$ cat src/rtl/vga_sprite_overlay.sv
// vga_sprite_overlay
//   Pixel-generation stage placed after the VGA timing controller. Overlays one
//   SPR_W x SPR_H sprite, read from an external synchronous BRAM, onto a solid
//   background colour. Output RGB444 and HS/VS are delay-matched, 3 cycles after
//   the coordinates are presented. Sprite moves are accepted through a
//   valid/ready handshake into a single pending slot and applied only on a VSin
//   falling edge, so a frame never shows two positions (no tearing).
//
//   Optional feature: define OVERLAY_BORDER_EN to draw a one-pixel BORDER_COLOR
//   frame around the 640x480 visible area (border overrides the sprite).
//
// Ports
//   ckVideo, rstVideoN       pixel clock, async active-low reset
//   adrHor, adrVer           pixel column / line from the timing controller
//   flgActiveVideo           1 = visible pixel
//   HSin, VSin               active-low syncs from the timing controller
//   bgColor                  background RGB444
//   posX, posY, posValid     sprite position request
//   posReady                 request slot free
//   sprAddr, sprData         sprite BRAM port (data 1 cycle after address)
//   rgbOut, HS, VS           delayed pixel colour and syncs to the pins
//   frameTick                1-cycle pulse on each VSin falling edge

module vga_sprite_overlay #(
    parameter int unsigned SPR_W        = 32,
    parameter int unsigned SPR_H        = 32,
    parameter logic [11:0] TRANSP       = 12'hF0F,
    parameter logic [9:0]  RST_X        = 10'd304,
    parameter logic [9:0]  RST_Y        = 10'd224,
    parameter logic [11:0] BORDER_COLOR = 12'hFFF
) (
    input  logic        ckVideo,
    input  logic        rstVideoN,
    input  logic [9:0]  adrHor,
    input  logic [9:0]  adrVer,
    input  logic        flgActiveVideo,
    input  logic        HSin,
    input  logic        VSin,
    input  logic [11:0] bgColor,
    input  logic [9:0]  posX,
    input  logic [9:0]  posY,
    input  logic        posValid,
    output logic        posReady,
    output logic [11:0] sprAddr,
    input  logic [11:0] sprData,
    output logic [11:0] rgbOut,
    output logic        HS,
    output logic        VS,
    output logic        frameTick
);

    localparam int unsigned XW = $clog2(SPR_W);
    localparam int unsigned YW = $clog2(SPR_H);

    // Position state
    logic [9:0]  act_x_q, act_x_d, act_y_q, act_y_d;
    logic [9:0]  pend_x_q, pend_x_d, pend_y_q, pend_y_d;
    logic        pending_q, pending_d;
    logic        frame_tick_q, frame_tick_d;

    // S1
    logic        active_s1_q, active_s1_d;
    logic        hit_s1_q, hit_s1_d;
    logic        hs_s1_q, hs_s1_d;
    logic        vs_s1_q, vs_s1_d;
    logic [11:0] spr_addr_q, spr_addr_d;

    // S2
    logic        active_s2_q, active_s2_d;
    logic        hit_s2_q, hit_s2_d;
    logic        hs_s2_q, hs_s2_d;
    logic        vs_s2_q, vs_s2_d;
    logic [11:0] bg_s2_q, bg_s2_d;

    // OUT
    logic [11:0] rgb_q, rgb_d;
    logic        hs_q, hs_d;
    logic        vs_q, vs_d;

    logic          hit_x, hit_y, vs_fall, accept;
    logic [XW-1:0] dx;
    logic [YW-1:0] dy;

`ifdef OVERLAY_BORDER_EN
    logic border_s1_q, border_s1_d;
    logic border_s2_q, border_s2_d;
`else
    logic [11:0] unused_border_color;
    assign unused_border_color = BORDER_COLOR;
`endif

    always_comb begin
        // 11-bit compares so a sprite near the right/bottom edge cannot wrap to 0.
        hit_x = ({1'b0, adrHor} >= {1'b0, act_x_q}) &&
                ({1'b0, adrHor} <  ({1'b0, act_x_q} + 11'(SPR_W)));
        hit_y = ({1'b0, adrVer} >= {1'b0, act_y_q}) &&
                ({1'b0, adrVer} <  ({1'b0, act_y_q} + 11'(SPR_H)));
        dx    = XW'(adrHor - act_x_q);
        dy    = YW'(adrVer - act_y_q);

        // VS edge detector reuses the S1 copy of VSin as the previous sample.
        vs_fall = vs_s1_q && !VSin;
        accept  = posValid && !pending_q;

        pend_x_d  = pend_x_q;
        pend_y_d  = pend_y_q;
        pending_d = pending_q;
        act_x_d   = act_x_q;
        act_y_d   = act_y_q;
        if (vs_fall && pending_q) begin
            act_x_d   = pend_x_q;
            act_y_d   = pend_y_q;
            pending_d = 1'b0;
        end else if (accept) begin
            pend_x_d  = posX;
            pend_y_d  = posY;
            pending_d = 1'b1;
        end
        frame_tick_d = vs_fall;

        // S1
        active_s1_d = flgActiveVideo;
        hit_s1_d    = hit_x && hit_y;
        hs_s1_d     = HSin;
        vs_s1_d     = VSin;
        spr_addr_d  = spr_addr_q;
        if (hit_x && hit_y) begin
            spr_addr_d = 12'({dy, dx});
        end
`ifdef OVERLAY_BORDER_EN
        border_s1_d = (adrHor == 10'd0) || (adrHor == 10'd639) ||
                      (adrVer == 10'd0) || (adrVer == 10'd479);
        border_s2_d = border_s1_q;
`endif

        // S2
        active_s2_d = active_s1_q;
        hit_s2_d    = hit_s1_q;
        hs_s2_d     = hs_s1_q;
        vs_s2_d     = vs_s1_q;
        bg_s2_d     = bgColor;

        // OUT: colour priority blank > border > opaque sprite > background
        hs_d = hs_s2_q;
        vs_d = vs_s2_q;
        if (!active_s2_q) begin
            rgb_d = 12'h000;
`ifdef OVERLAY_BORDER_EN
        end else if (border_s2_q) begin
            rgb_d = BORDER_COLOR;
`endif
        end else if (hit_s2_q && (sprData != TRANSP)) begin
            rgb_d = sprData;
        end else begin
            rgb_d = bg_s2_q;
        end
    end

    always_ff @(posedge ckVideo or negedge rstVideoN) begin
        if (!rstVideoN) begin
            act_x_q      <= RST_X;
            act_y_q      <= RST_Y;
            pend_x_q     <= 10'd0;
            pend_y_q     <= 10'd0;
            pending_q    <= 1'b0;
            frame_tick_q <= 1'b0;
            active_s1_q  <= 1'b0;
            hit_s1_q     <= 1'b0;
            hs_s1_q      <= 1'b1;
            vs_s1_q      <= 1'b1;
            spr_addr_q   <= 12'd0;
            active_s2_q  <= 1'b0;
            hit_s2_q     <= 1'b0;
            hs_s2_q      <= 1'b1;
            vs_s2_q      <= 1'b1;
            bg_s2_q      <= 12'h000;
            rgb_q        <= 12'h000;
            hs_q         <= 1'b1;
            vs_q         <= 1'b1;
`ifdef OVERLAY_BORDER_EN
            border_s1_q  <= 1'b0;
            border_s2_q  <= 1'b0;
`endif
        end else begin
            act_x_q      <= act_x_d;
            act_y_q      <= act_y_d;
            pend_x_q     <= pend_x_d;
            pend_y_q     <= pend_y_d;
            pending_q    <= pending_d;
            frame_tick_q <= frame_tick_d;
            active_s1_q  <= active_s1_d;
            hit_s1_q     <= hit_s1_d;
            hs_s1_q      <= hs_s1_d;
            vs_s1_q      <= vs_s1_d;
            spr_addr_q   <= spr_addr_d;
            active_s2_q  <= active_s2_d;
            hit_s2_q     <= hit_s2_d;
            hs_s2_q      <= hs_s2_d;
            vs_s2_q      <= vs_s2_d;
            bg_s2_q      <= bg_s2_d;
            rgb_q        <= rgb_d;
            hs_q         <= hs_d;
            vs_q         <= vs_d;
`ifdef OVERLAY_BORDER_EN
            border_s1_q  <= border_s1_d;
            border_s2_q  <= border_s2_d;
`endif
        end
    end

    assign posReady  = !pending_q;
    assign sprAddr   = spr_addr_q;
    assign rgbOut    = rgb_q;
    assign HS        = hs_q;
    assign VS        = vs_q;
    assign frameTick = frame_tick_q;

endmodule

$ cat config.mk
export PLATFORM = sky130hd
export DESIGN_NAME = vga_sprite_overlay
export DESIGN_NICKNAME = d
export VERILOG_FILES = /design/src/rtl/vga_sprite_overlay.sv
export SDC_FILE = /design/constraint.sdc
export NUM_CORES = 1
export LEC_CHECK = 0
export CORE_ASPECT_RATIO = 1.1
export CORE_MARGIN = 5
export CORE_UTILIZATION = 50
export DETAILED_ROUTE_END_ITERATION = 8
export MAX_ROUTING_LAYER = met4
export PLACE_DENSITY_LB_ADDON = 0.2
export SYNTH_ARGS = -nofsm -noshare
export SYNTH_HDL_FRONTEND = slang
export SYNTH_SLANG_ARGS = --single-unit
$ cat constraint.sdc
create_clock -name ckVideo -period 3.3 [get_ports ckVideo]
set_input_delay 0.66 -clock ckVideo [delete_from_list [all_inputs] [get_ports ckVideo]]
set_output_delay 0.66 -clock ckVideo [all_outputs]
set_load 0.02 [all_outputs]
Word-level counts from Yosys, hierarchy flattened
Cells that the tools add are included.
{"block": "totals", "register_bits": 86, "input_bits": 70, "wordCells": 44}
{"block": "classes", "add_sub_neg": 4, "magnitude_cmp": 4, "n_eq_ne": 1, "n_mux": 4, "bitwise_logic": 1, "reduce_logical": 11}
{"cell": "$mux W12", "n": 2}
{"cell": "$add A10 B6 Y11 const B", "n": 2}
{"cell": "$lt A10 B11 Y1", "n": 2}
{"cell": "$ge A10 B10 Y1", "n": 2}
{"cell": "$ne A12 B12 Y1 const B", "n": 1}
{"cell": "$sub A5 B5 Y5", "n": 2}
{"cell": "$logic_and A1 B1 Y1", "n": 7}
{"cell": "$logic_not A1 Y1", "n": 2}
{"cell": "$mux W1", "n": 2}
{"cell": "$reduce_and A2 Y1", "n": 1}
{"cell": "$reduce_bool A2 Y1", "n": 1}
{"cell": "$not A1 Y1", "n": 1}

Logic depth before layout (Yosys ltp)
{"block": "logic_depth", "depth_word": 5, "ltp_mapped": 11, "mapped_depth_nobuf": 10}

Worst setup path before layout
Ideal clock, no wire load.
{"block": "synth_path", "path_kind": "input port to flip-flop", "startpoint": "input port adrVer[0]", "endpoint": "register spr_addr_q[1], in the netlist sprAddr[1]", "setup_time_ns": 0.125, "arrival_ns": 2.706, "path_slack_ns": 0.469, "stages": 11, "n_path_buf": 1, "cell_sequence": "inv_1 > ha_1 > inv_1 > fa_1 > a211oi_2 > nor2_1 > a2111oi_2 > o31ai_4 > nand4_2 > buf_6 > mux2_4"}
{"block": "synth_via", "elab_chain_cells": 3, "elab_cells_between_ends": 4, "classes_between": "order compare (2); reduce/logical (2)"}
{"element": "start, declared", "line_no": "35", "source": "input logic [9:0] adrVer,"}
{"element": "$lt A10 B11 Y1 or $ge A10 B10 Y1 (tied branches)", "line_no": "97, 96"}
{"element": "$logic_and A1 B1 Y1 (*)", "line_no": "96", "source": "hit_y = ({1'b0, adrVer} >= {1'b0, act_y_q}) &&"}
{"element": "$logic_and A1 B1 Y1 (*)", "line_no": "127", "source": "if (hit_x && hit_y) begin"}
{"element": "end signal, assigned", "line_no": "195", "source": "spr_addr_q <= spr_addr_d;"}
{"element": "end, declared", "line_no": "66", "source": "logic [11:0] spr_addr_q, spr_addr_d;"}
Mark *: on every way between the ends. The rest lies on a longest branch, timed or not.
A chain may end at the register's enable or synchronous reset.

Worst setup path after layout
{"block": "layout_path", "startpoint": "input port adrVer[0]", "endpoint": "register spr_addr_q[9], in the netlist sprAddr[9]"}
{"block": "layout_via", "elab_chain_cells": 3, "elab_cells_between_ends": 5, "classes_between": "add/sub (1); order compare (2); reduce/logical (2)"}
{"element": "$lt A10 B11 Y1 or $ge A10 B10 Y1 (tied branches)", "line_no": "97, 96"}
{"element": "$logic_and A1 B1 Y1", "line_no": "96"}
{"element": "$logic_and A1 B1 Y1", "line_no": "127"}
Parallel ways exist; a longest one is shown, timed or not.

==> flow_metrics.env <==
export IMPL_final_nets=522
export IMPL_clkLatencyLatePin_ps=340
export IMPL_hpwl_um=6200
export IMPL_hold_start="hs_s1_q"
export IMPL_n_antenna_cell=0
export IMPL_setup_violations=0
export IMPL_slew_headroom=0.312
export IMPL_regArea_um2=2170
export IMPL_hold_viol_final=0
export IMPL_totalWireLength_um=7750
export IMPL_syn_avg_cell_area_um2=13.1
export IMPL_grt_pass1_wl_um=13100
export IMPL_place_congestion=0.819
export IMPL_cts_hold_buf=0
export IMPL_crit_type="in2reg"
export IMPL_crit_buf_inv=4
export IMPL_hold_class="reg2reg"
export IMPL_yosys_warnings=0
export IMPL_yosysTopAreaCellShare=0.449
export IMPL_status="finished, final reports clean"
export IMPL_ys_seq_area_frac=0.525
export IMPL_critPathMaxStageDelay_ps=450
export IMPL_clock_path_buffers=2
export IMPL_p_per_area_nw_per_um2=713
export IMPL_yosysUniqueCellTypes=47
export IMPL_area_growth_synth_to_final_pct=31.4
export IMPL_skew_ps=10.2
export IMPL_cts_resized=0
export IMPL_r2r_start="act_x_q[5]"
export IMPL_critPathTopFamily="compound AO/OA/AOI/OAI gates"
export IMPL_numClockSinks=86
export IMPL_cp_cell_sequence="clkdlybuf4s50_1 > inv_1 > ha_1 > inv_1 > fa_1 > a211oi_2 > nor2_1 > a2111oi_2 > o31ai_4 > nand4_2 > buf_12 > mux2_1"
export IMPL_first_global_vias=2805
export IMPL_portBuffers=95
export IMPL_h_tree_depth=3
export IMPL_power_mw=3.86
export IMPL_critPathMaxFanout=11
export IMPL_synth_largest_area_cell="dfrtp_1"
export IMPL_placed_area_um2=5220
export IMPL_die_area_um2=10200
export IMPL_vdd_drop_max_mv=0.326
export IMPL_die_x_um=96.6
export IMPL_crit_cells=12
export IMPL_leakage_nw=2.49
export IMPL_synth_edf_count=0
export IMPL_first_pass_iters=4
export IMPL_crit_path_end_kind="flop"
export IMPL_slew_violations=0
export IMPL_multi_input_area_um2=1810
export IMPL_grt_setup_unrepaired="false"
export IMPL_grt_start_max_net_pins=87
export IMPL_syn_area_um2=4120
export IMPL_coreArea_um2=8000
export IMPL_io_pins=98
export IMPL_finalCritPeriodShare=0.904
export IMPL_yosysMostFrequentCell="dfrtp_1"
export IMPL_fmax_ghz=0.335
export IMPL_ys_seq_elements=86
export IMPL_synth_async_reset_ratio=1.00
export IMPL_design_area_um2=5420
export IMPL_setup_worst_path_start="adrVer[0]"
export IMPL_grt_usage=0.169
export IMPL_maxCapViolations=0
export IMPL_grt_overflow=0
export IMPL_synth_top_flop_cell="dfrtp_1"
export IMPL_first_iter_violations=92
export IMPL_fp_dieH_um=105
export IMPL_crit_arrival_ps=3210
export IMPL_worstPathRequired_ps=3520
export IMPL_tightest_slew_ps=1030
export IMPL_antenna_found_initial=0
export IMPL_rr_worst_depth=10
export IMPL_cts_root_buf="clkbuf_8"
export IMPL_start_util=0.516
export IMPL_routed_via_density=4.93
export IMPL_synth_cells=315
export IMPL_ant_nets=0
export IMPL_crit_top_cell="inv_1"
export IMPL_hold_depth=0
export IMPL_n_fill_cell=611
export IMPL_vias=2616
export IMPL_postCtsSetupRepairBufs=0
export IMPL_layout_min_cycle_time_ps=2980
export IMPL_crit_path_start_kind="primary input"
export IMPL_post_route_util=0.677
export IMPL_ys_top_cells_by_area="dfrtp_1 45%, mux2_1 11%, ha_1 9.7%"
export IMPL_ys_top_cells_by_count="74 x dfrtp_1, 41 x mux2_1, 32 x ha_1"
export IMPL_drc=0
export IMPL_routedWlPerCell_um=14.6
export IMPL_cts_tree="done"
export IMPL_core_rowCount=34
export IMPL_cp_slowest_cell="a2111oi_2"
export IMPL_clk_pin_slew_ps=80
export IMPL_setup_tns_ps=0
export IMPL_cts_buffers=9
export IMPL_drive_above_1_share=0.123
## placed cells by master (no fill, tap or decap), types with 4 or more instances in the layout
cell type	instances
clkdlybuf4s50_1	94
dfrtp_1	74
mux2_1	41
ha_1	32
inv_1	28
nor2b_1	13
dfstp_2	12
mux2i_1	11
nand2_1	9
clkbuf_8	9
xnor2_1	8
a21oi_1	8
a21o_1	7
mux2_4	7
nand3_1	6
nor2_1	6
buf_4	5
o21ai_0	4
## metrics by stage
| step | hold slack (ps) | std cells | setup slack, ps |
|---|---|---|---|
| after global placement | 332 | 515 | 20.2 |
| after detailed placement | 341 | 515 | -60.1 |
| after global routing | 364 | 531 | 188 |
| after floorplan | 331 | 316 | 469 |
| after CTS | 360 | 531 | 309 |
| final | 358 | 531 | 316 |
## logic make-up after synthesis
logic type / Yosys count / share of synthesized area
fa+ha+maj: 34 / 0.107
buf+inv: 38 / 0.0385
compound gates: 36 / 0.0667
other cells: 1 / 0.000909
xor+xnor: 11 / 0.0234
flops: 86 / 0.525
mux: 59 / 0.164
simple gates: 50 / 0.0740
## sequential cells by signal, indices dropped and copies added, names as in the netlist, 10 cells and up
signal	cells
sprAddr	10
act_x_q	10
bg_s2_q	12
pend_x_q	10
rgbOut	12
act_y_q	10
pend_y_q	10
## layout make-up
class,instances,share of cell area
clock inverter,7,0.0139
clock buffer,9,0.0229
multi-input combinational,192,0.334
sequential,86,0.400
timing repair buffer,100,0.184
inverter,29,0.0201
tap,108,0.0249
## path summary, 6_finish.rpt
kind | end | slack [ps]
worst max-delay path | sprAddr[9] | 320
worst min-delay path | hs_d | 360
worst max register to register | sprAddr[9] | 660
worst min register to register | hs_d | 360
max in group asynchronous | act_x_q[7] | 2150
min in group asynchronous | bg_s2_q[9] | 480
## layer usage
metal	wire length, um	global-route usage	vias up
met5	0	-	-
met4	129	0.0591	0
met3	405	0.0321	11
met2	3850	0.274	72
met1	3370	0.211	1240
li1	-	-	1293
## report_power, final
group	internal [mW]	total [mW]	switching, mW
Clock	0.350	0.713	0.362
Sequential	1.36	1.54	0.183
Combinational	0.855	1.61	0.752
Total	2.56	3.86	1.30
Power figures use the tool's default switching activity.
